File: config.mk
export PLATFORM = sky130hd
export DESIGN_NAME = ifft_frame_sequencer
export DESIGN_NICKNAME = d
export VERILOG_FILES = /design/src/rtl/ifft_pkg.sv /design/src/rtl/ifft_pingpong_ram.sv /design/src/rtl/ifft_frame_sequencer.sv
export SDC_FILE = /design/constraint.sdc
export NUM_CORES = 2
export LEC_CHECK = 0
export CORE_MARGIN = 5
export CORE_UTILIZATION = 60
export DETAILED_ROUTE_END_ITERATION = 8
export PLACE_DENSITY = 0.83
export SYNTH_ARGS = -nofsm -noshare
export SYNTH_HDL_FRONTEND = slang
export SYNTH_SLANG_ARGS = --single-unit
File: constraint.sdc
create_clock -name CLK -period 3.6 [get_ports CLK]
set_input_delay 0.72 -clock CLK [delete_from_list [all_inputs] [get_ports CLK]]
set_output_delay 0.72 -clock CLK [all_outputs]
set_load 0.01 [all_outputs]
File: src/rtl/ifft_pkg.sv
// Shared definitions for the IFFT frame sequencer: frame length default,
// write-side FSM encoding and the layout of the IFFT core config word.
package ifft_pkg;

  localparam int          FRAME_LEN_DEFAULT = 64;
  localparam logic [13:0] SCALE_SCH_DEFAULT = 14'h2AAA;

  // Config word layout: bit0 selects forward/inverse, bits 14:1 carry the
  // per-stage scaling schedule, bit15 is padding and always zero.
  localparam int   CFG_DIR_BIT   = 0;
  localparam int   CFG_SCALE_LSB = 1;
  localparam int   CFG_SCALE_MSB = 14;
  localparam int   CFG_PAD_BIT   = 15;
  localparam logic CFG_INVERSE   = 1'b0;

  typedef enum logic [1:0] {
    IDLE    = 2'd0,
    CONFIG  = 2'd1,
    RECEIVE = 2'd2
  } wr_state_t;

  // Build the config word for an inverse transform with the given schedule.
  function automatic logic [15:0] make_cfg(input logic [13:0] sch);
    logic [15:0] word;
    word = '0;
    word[CFG_DIR_BIT] = CFG_INVERSE;
    word[CFG_SCALE_MSB:CFG_SCALE_LSB] = sch;
    word[CFG_PAD_BIT] = 1'b0;
    return word;
  endfunction

endpackage

File: src/rtl/ifft_pingpong_ram.sv
// Two-bank sample store. One write port and one registered read port; the
// bank select is simply the top address bit, so both banks share one array.
module ifft_pingpong_ram #(
  parameter int DEPTH = 64,
  parameter int AW    = $clog2(DEPTH)
) (
  input  logic          clk,
  input  logic          wr_en,
  input  logic          wr_bank,
  input  logic [AW-1:0] wr_addr,
  input  logic [15:0]   wr_data,
  input  logic          rd_en,
  input  logic          rd_bank,
  input  logic [AW-1:0] rd_addr,
  output logic [15:0]   rd_data
);

  logic [15:0] mem [2*DEPTH];

  // Write port: store one sample into the selected bank.
  always_ff @(posedge clk) begin
    if (wr_en) begin
      mem[{wr_bank, wr_addr}] <= wr_data;
    end
  end

  // Read port: output register only loads on a read, so it holds between reads.
  always_ff @(posedge clk) begin
    if (rd_en) begin
      rd_data <= mem[{rd_bank, rd_addr}];
    end
  end

endmodule

File: src/rtl/ifft_frame_sequencer.sv
// Ping-pong sequencer between an IFFT core and an audio DAC. The write side
// configures the core and captures one output frame per bank; the read side
// plays a full bank back one sample per sampleTick. The two sides only meet
// through the per-bank FULL flags, so capture and playback overlap freely.
module ifft_frame_sequencer
  import ifft_pkg::*;
#(
  parameter int          FRAME_LEN = FRAME_LEN_DEFAULT,
  parameter logic [13:0] SCALE_SCH = SCALE_SCH_DEFAULT
) (
  input  logic        CLK,
  input  logic        RST,
  output logic [15:0] cfgData,
  output logic        cfgValid,
  input  logic        cfgReady,
  input  logic [31:0] tData,
  input  logic        tValid,
  input  logic        tLast,
  output logic        tReady,
  input  logic        sampleTick,
  output logic [15:0] val,
  output logic        frameErr,
  output logic        underrun
);

  // FRAME_LEN must be a power of two between 8 and 1024.
  localparam int            AW       = $clog2(FRAME_LEN);
  localparam logic [AW-1:0] LAST_IDX = AW'(FRAME_LEN - 1);

  wr_state_t     state;
  wr_state_t     state_next;
  logic [AW-1:0] w_idx;
  logic          w_bank;
  logic [AW-1:0] r_idx;
  logic          r_bank;
  logic [1:0]    bank_full;
  logic [1:0]    full_set;
  logic [1:0]    full_clr;
  logic          beat;
  logic          wr_at_last;
  logic          frame_end;
  logic          len_err;
  logic          rd_go;
  logic          rd_at_last;
  logic          val_zero;
  logic [15:0]   rd_data;
  logic          unused_imag;

  // Only the real half of each IFFT output sample is played back.
  assign unused_imag = ^tData[31:16];

  assign cfgData = make_cfg(SCALE_SCH);

  assign beat       = tValid && (state == RECEIVE);
  assign wr_at_last = (w_idx == LAST_IDX);
  assign frame_end  = beat && (wr_at_last || tLast);
  assign len_err    = beat && (tLast != wr_at_last);
  assign rd_go      = sampleTick && bank_full[r_bank];
  assign rd_at_last = (r_idx == LAST_IDX);

  // Write FSM state register.
  always_ff @(posedge CLK or posedge RST) begin
    if (RST) begin
      state <= IDLE;
    end else begin
      state <= state_next;
    end
  end

  // Write FSM next state and handshake outputs; a bank is only targeted once EMPTY.
  always_comb begin
    state_next = state;
    cfgValid   = 1'b0;
    tReady     = 1'b0;
    case (state)
      IDLE: begin
        if (!bank_full[w_bank]) begin
          state_next = CONFIG;
        end
      end
      CONFIG: begin
        cfgValid = 1'b1;
        if (cfgReady) begin
          state_next = RECEIVE;
        end
      end
      RECEIVE: begin
        tReady = 1'b1;
        if (frame_end) begin
          state_next = IDLE;
        end
      end
      default: state_next = IDLE;
    endcase
  end

  // Write pointer: advance per beat, restart and switch banks at frame end.
  always_ff @(posedge CLK or posedge RST) begin
    if (RST) begin
      w_idx  <= '0;
      w_bank <= 1'b0;
    end else if (frame_end) begin
      w_idx  <= '0;
      w_bank <= ~w_bank;
    end else if (beat) begin
      w_idx <= w_idx + AW'(1);
    end
  end

  // Bank flag set/clear requests from the write and read sides.
  always_comb begin
    full_set = 2'b00;
    full_clr = 2'b00;
    if (frame_end) begin
      full_set[w_bank] = 1'b1;
    end
    if (rd_go && rd_at_last) begin
      full_clr[r_bank] = 1'b1;
    end
  end

  // Bank flags: a write-side set and a read-side clear on different banks both land.
  always_ff @(posedge CLK or posedge RST) begin
    if (RST) begin
      bank_full <= 2'b00;
    end else begin
      bank_full <= (bank_full | full_set) & ~full_clr;
    end
  end

  // Read pointer: one step per serviced tick, switch banks after the last sample.
  always_ff @(posedge CLK or posedge RST) begin
    if (RST) begin
      r_idx  <= '0;
      r_bank <= 1'b0;
    end else if (rd_go) begin
      if (rd_at_last) begin
        r_idx  <= '0;
        r_bank <= ~r_bank;
      end else begin
        r_idx <= r_idx + AW'(1);
      end
    end
  end

  // Status pulses and the output mute flag that forces val to zero on underrun.
  always_ff @(posedge CLK or posedge RST) begin
    if (RST) begin
      frameErr <= 1'b0;
      underrun <= 1'b0;
      val_zero <= 1'b1;
    end else begin
      frameErr <= len_err;
      underrun <= sampleTick && !bank_full[r_bank];
      if (rd_go) begin
        val_zero <= 1'b0;
      end else if (sampleTick) begin
        val_zero <= 1'b1;
      end
    end
  end

  assign val = val_zero ? 16'h0000 : rd_data;

  ifft_pingpong_ram #(
    .DEPTH(FRAME_LEN),
    .AW   (AW)
  ) u_ram (
    .clk    (CLK),
    .wr_en  (beat),
    .wr_bank(w_bank),
    .wr_addr(w_idx),
    .wr_data(tData[15:0]),
    .rd_en  (rd_go),
    .rd_bank(r_bank),
    .rd_addr(r_idx),
    .rd_data(rd_data)
  );

endmodule

### Word-level counts from Yosys, hierarchy flattened

Memory sizes are Yosys's and may differ from the RTL's. A register that Yosys moved wholly into a read port is not among the register bits.
Cells that the tools add are included.

| word-level totals | value |
|---|---|
| memories kept | 1 |
| bits in latches | 0 |
| flip-flop bits (word level) | 21 |
| memory bits (read-only) | 0 |
| memory bits (writable) | 2048 |

| operators by class | value |
|---|---|
| mux-type cells | 24 |
| div/mod/pow operators | 0 |
| order comparisons | 4 |
| add/subtract/negate cells | 2 |
| eq/ne operators | 8 |
| shift operators | 0 |
| bitwise logic cells | 5 |
| multiply operators | 0 |
| reduce and logical (&&, ||, !) cells | 15 |

Memory list:

| name | words | bits a word | rd ports | clocked after Yosys merged registers in | wr ports | RTL line | text |
|---|---|---|---|---|---|---|---|
| u_ram.mem | 128 | 16 | 1 | 1 | 1 | ifft_pingpong_ram.sv:18 | `logic [15:0] mem [2*DEPTH];` |

Operators by type and width:

| operator | number |
|---|---|
| $mux 6 | 3 |
| $mux 16 | 1 |
| $add 6x1->6 const B | 2 |
| $eq 6x6->1 const B | 2 |
| $mux 1 | 12 |
| $mux 2 | 5 |
| $logic_and 1x1->1 | 8 |
| $ne 2x2->1 const B | 3 |
| $pmux 2 s3 | 1 |
| $lt 1x2->1 const B | 2 |
| $reduce_bool 2->1 | 2 |
| $reduce_and 3->1 | 1 |
| $and 2x2->2 | 1 |
| $demux 1 s1 | 2 |
| $eq 2x1->1 const B | 1 |
| $eq 2x2->1 const B | 1 |
| $ge 1x1->1 const B | 2 |
| $logic_not 2->1 | 1 |
| $not 1->1 | 2 |
| $not 2->2 | 1 |
| $or 2x2->2 | 1 |
| $reduce_and 2->1 | 1 |
| $logic_not 1->1 | 1 |
| $logic_or 1x1->1 | 1 |
| $ne 1x1->1 | 1 |

### Longest topological paths before layout

| logic depth | value |
|---|---|
| depth in word-level cells | 7 |
| mapped depth | 8 |
| gate-level depth less buffers | 6 |

### Hierarchy

Synthesis repeated with hierarchy kept, for this count alone.

| unflattened totals | value |
|---|---|
| cell total of the unflattened synthesis | 3227 |
| area total of the unflattened synthesis | 80023.0 µm² |

Modules (own cells, without submodules):

| module | cells an instance | area an instance (µm²) | instances |
|---|---|---|---|
| ifft_pingpong_ram | 3086 | 78683.0 | 1 |
| ifft_frame_sequencer | 141 | 1340.0 | 1 |

### Worst setup path before layout

No wires, ideal clock.

| path | value |
|---|---|
| path type | register to register |
| start point | register r_idx[0] |
| end point | register u_ram.rd_data[6] (read register of u_ram.mem) (data pin) |
| stages on the path, launching flop included | 8 |
| buffers on the path | 3 |
| setup slack | 466 ps |
| data arrival time | 2874 ps |
| setup time | 260 ps |
| clock period less this slack | 3134 ps |
| cells stage by stage | dfrtp_1 clkbuf_1 buf_2 buf_1 mux4_2 mux4_2 mux4_2 mux2_2 |

RTL lines:

| element | RTL line | text |
|---|---|---|
| from (decl) | ifft_frame_sequencer.sv:34 | `logic [AW-1:0] r_idx;` |
| from (signal assigned) | ifft_frame_sequencer.sv:141 | `r_idx <= r_idx + AW'(1);` |
| to (decl) | ifft_pingpong_ram.sv:15 | `output logic [15:0] rd_data` |

==> metrics.csv <==
stage,metric,value,unit
pwr,Int Pwr,46.5,mW
drt,post-route ant nets,0,
pwr,Static Leak,27.8,nW
placement,routability cong.,0.821,
clock_network,clk buf depth,3,
pwr,maximum vdd drop,0.533,mV
critical_path,Top delay family on crit path,multiplexers,
drt,Iteration-0 DRC Markers,7536,
pwr,net switching power,18.5,mW
flow_run,max_cap viols,0,
min_path,Hold Startpoint,tData[8],
critical_path,Critical Path RT,4.17,ns
critical_path,worst r2r src,r_idx[0],
global_routing,total track usage,0.317,
global_routing,vias in the first global route,40600,
sta,Final Hold Fails,0,
sta,max frequency,0.286,GHz
critical_path,"slowest stage delay, CP",0.63,ns
sta,Worst Max-Slew Pin Slew,1.32,ns
clock_network,CTS resizes,0,
critical_path,Crit-path slowest cell,mux4_2,
placement,Post-DP HPWL,113000,um
clock_network,total CTS buffers,190,
pwr,sequential share of power,0.424,
sta,Setup Skew,0.0396,ns
critical_path,Crit. End Element,register,
sta,Final period util,0.971,
global_routing,pin count of the biggest net entering global routing,129,
placement,IO Port Bufs,41,
die,Die W,375,um
logic_synthesis,synth warn,0,
layout,most frequent cells in the layout,"edfxtp_1 (2064), mux4_2 (672), buf_4 (204), clkbuf_16 (197), nor2_1 (139)",
pwr,total power,65.0,mW
logic_synthesis,register area share after synthesis,0.783,
global_routing,GR Overflow Total,0,
die,Die Area,141000,um2
clock_network,"Clk Latency, worst-skew pair",0.83,ns
clock_network,CTS Sinks,2085,
logic_synthesis,top post-synthesis cells by area,"edfxtp_1 (78%), mux4_2 (19%), nor2_1 (0.65%)",
sta,Fin Setup TNS,0,ns
global_routing,initial antenna violation count,17,
drt,drt pass-1 iters,6,
critical_path,CP Launch Type,register,
global_routing,first-pass GRT wire length,313000,um
drt,Via Count,40300,
layout,"commonest non-fill, non-tap cell in the layout",edfxtp_1,
sta,final setup violation count,0,
critical_path,Critical path origin,r_idx[0],
logic_synthesis,Synth Instances,3212,
min_path,worst hold path class,primary input to register,
critical_path,WP data arrival,4.06,ns
pwr,Net Sw Frac,0.284,
clock_network,setup bufs post-CTS,0,
logic_synthesis,post-synth top area cell,edfxtp_1,
critical_path,crit path buf inv count,2,
drt,vias per cell,7.43,
pwr,combinational power share,0.267,
drt,drt wl/cell,40.6,um
pwr,pwr dens,721,nW/um2
drt,routed wire length,220000,um
sta,Min Hold Slack,0.364,ns
die,Die Y,375,um
pwr,Clk network pwr share,0.309,
critical_path,CP Class,register to register,
logic_synthesis,Mean Syn Cell Area,24.9,um2
sta,Tmin final,3.49,ns
drt,detailed-route DRC error count,0,
die,Initial Util,0.605,
logic_synthesis,distinct cell type count after synthesis,36,
sta,RSZ-0062 raised after global routing,false,
layout,fillers,6943,
clock_network,Worst-path clk slew,0.07,ns
logic_synthesis,cell area after synthesis,79900,um2
die,row cnt,133,
layout,share of post-route cells with drive strength above 1,0.333,
sta,Slew headroom,0.123,
clock_network,Root Driver,clkbuf_16,
critical_path,"Cell Chain, Critical Path","buf_12, buf_4, mux4_2, mux4_2, mux4_2, mux2_2",
critical_path,CP most frequent cell,mux4_2,
logic_synthesis,#FFs+latches synth,2085,
clock_network,hold buffers post-CTS,0,
layout,Area Growth Syn to Fin,12.9,%
status,status,completed,
clock_network,CTS tree,yes,
logic_synthesis,Yosys top cell area share,0.776,
critical_path,Worst Path Max Fanout,14,
layout,Total Nets Final,3560,
die,Core ar.,132000,um2
sta,Max Slew Vio Count,0,
layout,final instance area,90200,um2
placement,Post-DP Area,84200,um2
die,I/O pin total,74,
layout,"Core Util, Final",0.684,
clock_network,H-tree depth,4,
## cells by family after synthesis
group	after synthesis	synth area share
XOR/XNOR	6	0.000658
AND/OR/NAND/NOR	221	0.0118
adder cells (fa/ha/maj)	3	0.000470
buffers and inverters	189	0.0110
flip-flops	2085	0.783
multiplexers	692	0.192
other	2	0.0000940
AO/OA/AOI/OAI	14	0.00105
## layout make-up
type / count / area (um2) / share of cell area
Tap cell: 1755 / 2200 / 0.0243
Timing Repair Buffer: 285 / 2900 / 0.0322
Sequential cell: 2085 / 62500 / 0.693
Inverter: 5 / 18.8 / 0.000208
Multi-Input combinational cell: 952 / 16500 / 0.183
Clock inverter: 99 / 911 / 0.0101
Clock buffer: 240 / 5090 / 0.0564
Antenna cell: 9 / 22.5 / 0.000250
## path summary, 6_finish.rpt
path / endpoint / slack, ns / depth (start not counted)
max: u_ram.rd_data[15] / 0.11 / 6
min: u_ram.mem[115][8] / 0.36 / 1
max reg2reg: u_ram.rd_data[15] / 0.11 / 6
min reg2reg: bank_full[0] / 0.67 / 1
max in group asynchronous: r_idx[2] / 2.38 / 2
min in group asynchronous: bank_full[0] / 0.57 / 2
## layer usage
layer	wire length [um]	track usage	up-vias
met3	28800	0.0875	870
met2	108000	0.506	4171
met5	59	0	-
met1	71000	0.417	20900
li1	-	-	14400
met4	12400	0.144	8
## registers in the layout, summed over array words and instances (netlist names), 2 cells and up
register       flops
u_ram.rd_data     16
state              2
r_idx              6
w_idx              6
bank_full          2
u_ram.mem       2048
## power groups by stage
stage | clock [mW] | combinational, mW | sequential, mW
2_1_floorplan | 0 | 11.1 | 27.5
3_3_place_gp | 0 | 16.1 | 28.0
3_5_place_dp | 0 | 16.6 | 28.0
4_1_cts | 20.2 | 17.2 | 27.5
5_1_grt | 21.4 | 17.9 | 27.5
6_report | 20.1 | 17.3 | 27.6
## stage by stage
| stage | setup slack, ns | cells |
|---|---|---|
| finish | 0.106 | 5430 |
| global route | 0.104 | 5421 |
| CTS | 0.162 | 5421 |
| detailed placement | 0.227 | 5082 |
| global placement | 0.287 | 5082 |
| floorplan | 0.466 | 3226 |
## synthesized netlist by cell type, drive strengths merged
| master | count |
|---|---|
| clkbuf | 101 |
| conb | 2 |
| dfrtp | 20 |
| mux4 | 672 |
| and3 | 1 |
| nand4b | 1 |
| dfstp | 1 |
| nor3 | 3 |
| inv | 5 |
| nor2 | 139 |
| mux2 | 18 |
| edfxtp | 2064 |
| or3 | 1 |
| nand4 | 3 |
| mux2i | 2 |
| a22o | 1 |
| a32o | 1 |
| nor2b | 24 |
| nand2b | 1 |
| and2 | 5 |
| buf | 83 |
| xor2 | 3 |
| nand3b | 1 |
| ha | 3 |
| or2 | 1 |
| nand2 | 30 |
| o32a | 1 |
| o21ai | 6 |
| xnor2 | 3 |
| nand3 | 11 |
| a21oi | 5 |
No activity file was read; power rests on OpenSTA's default activity.
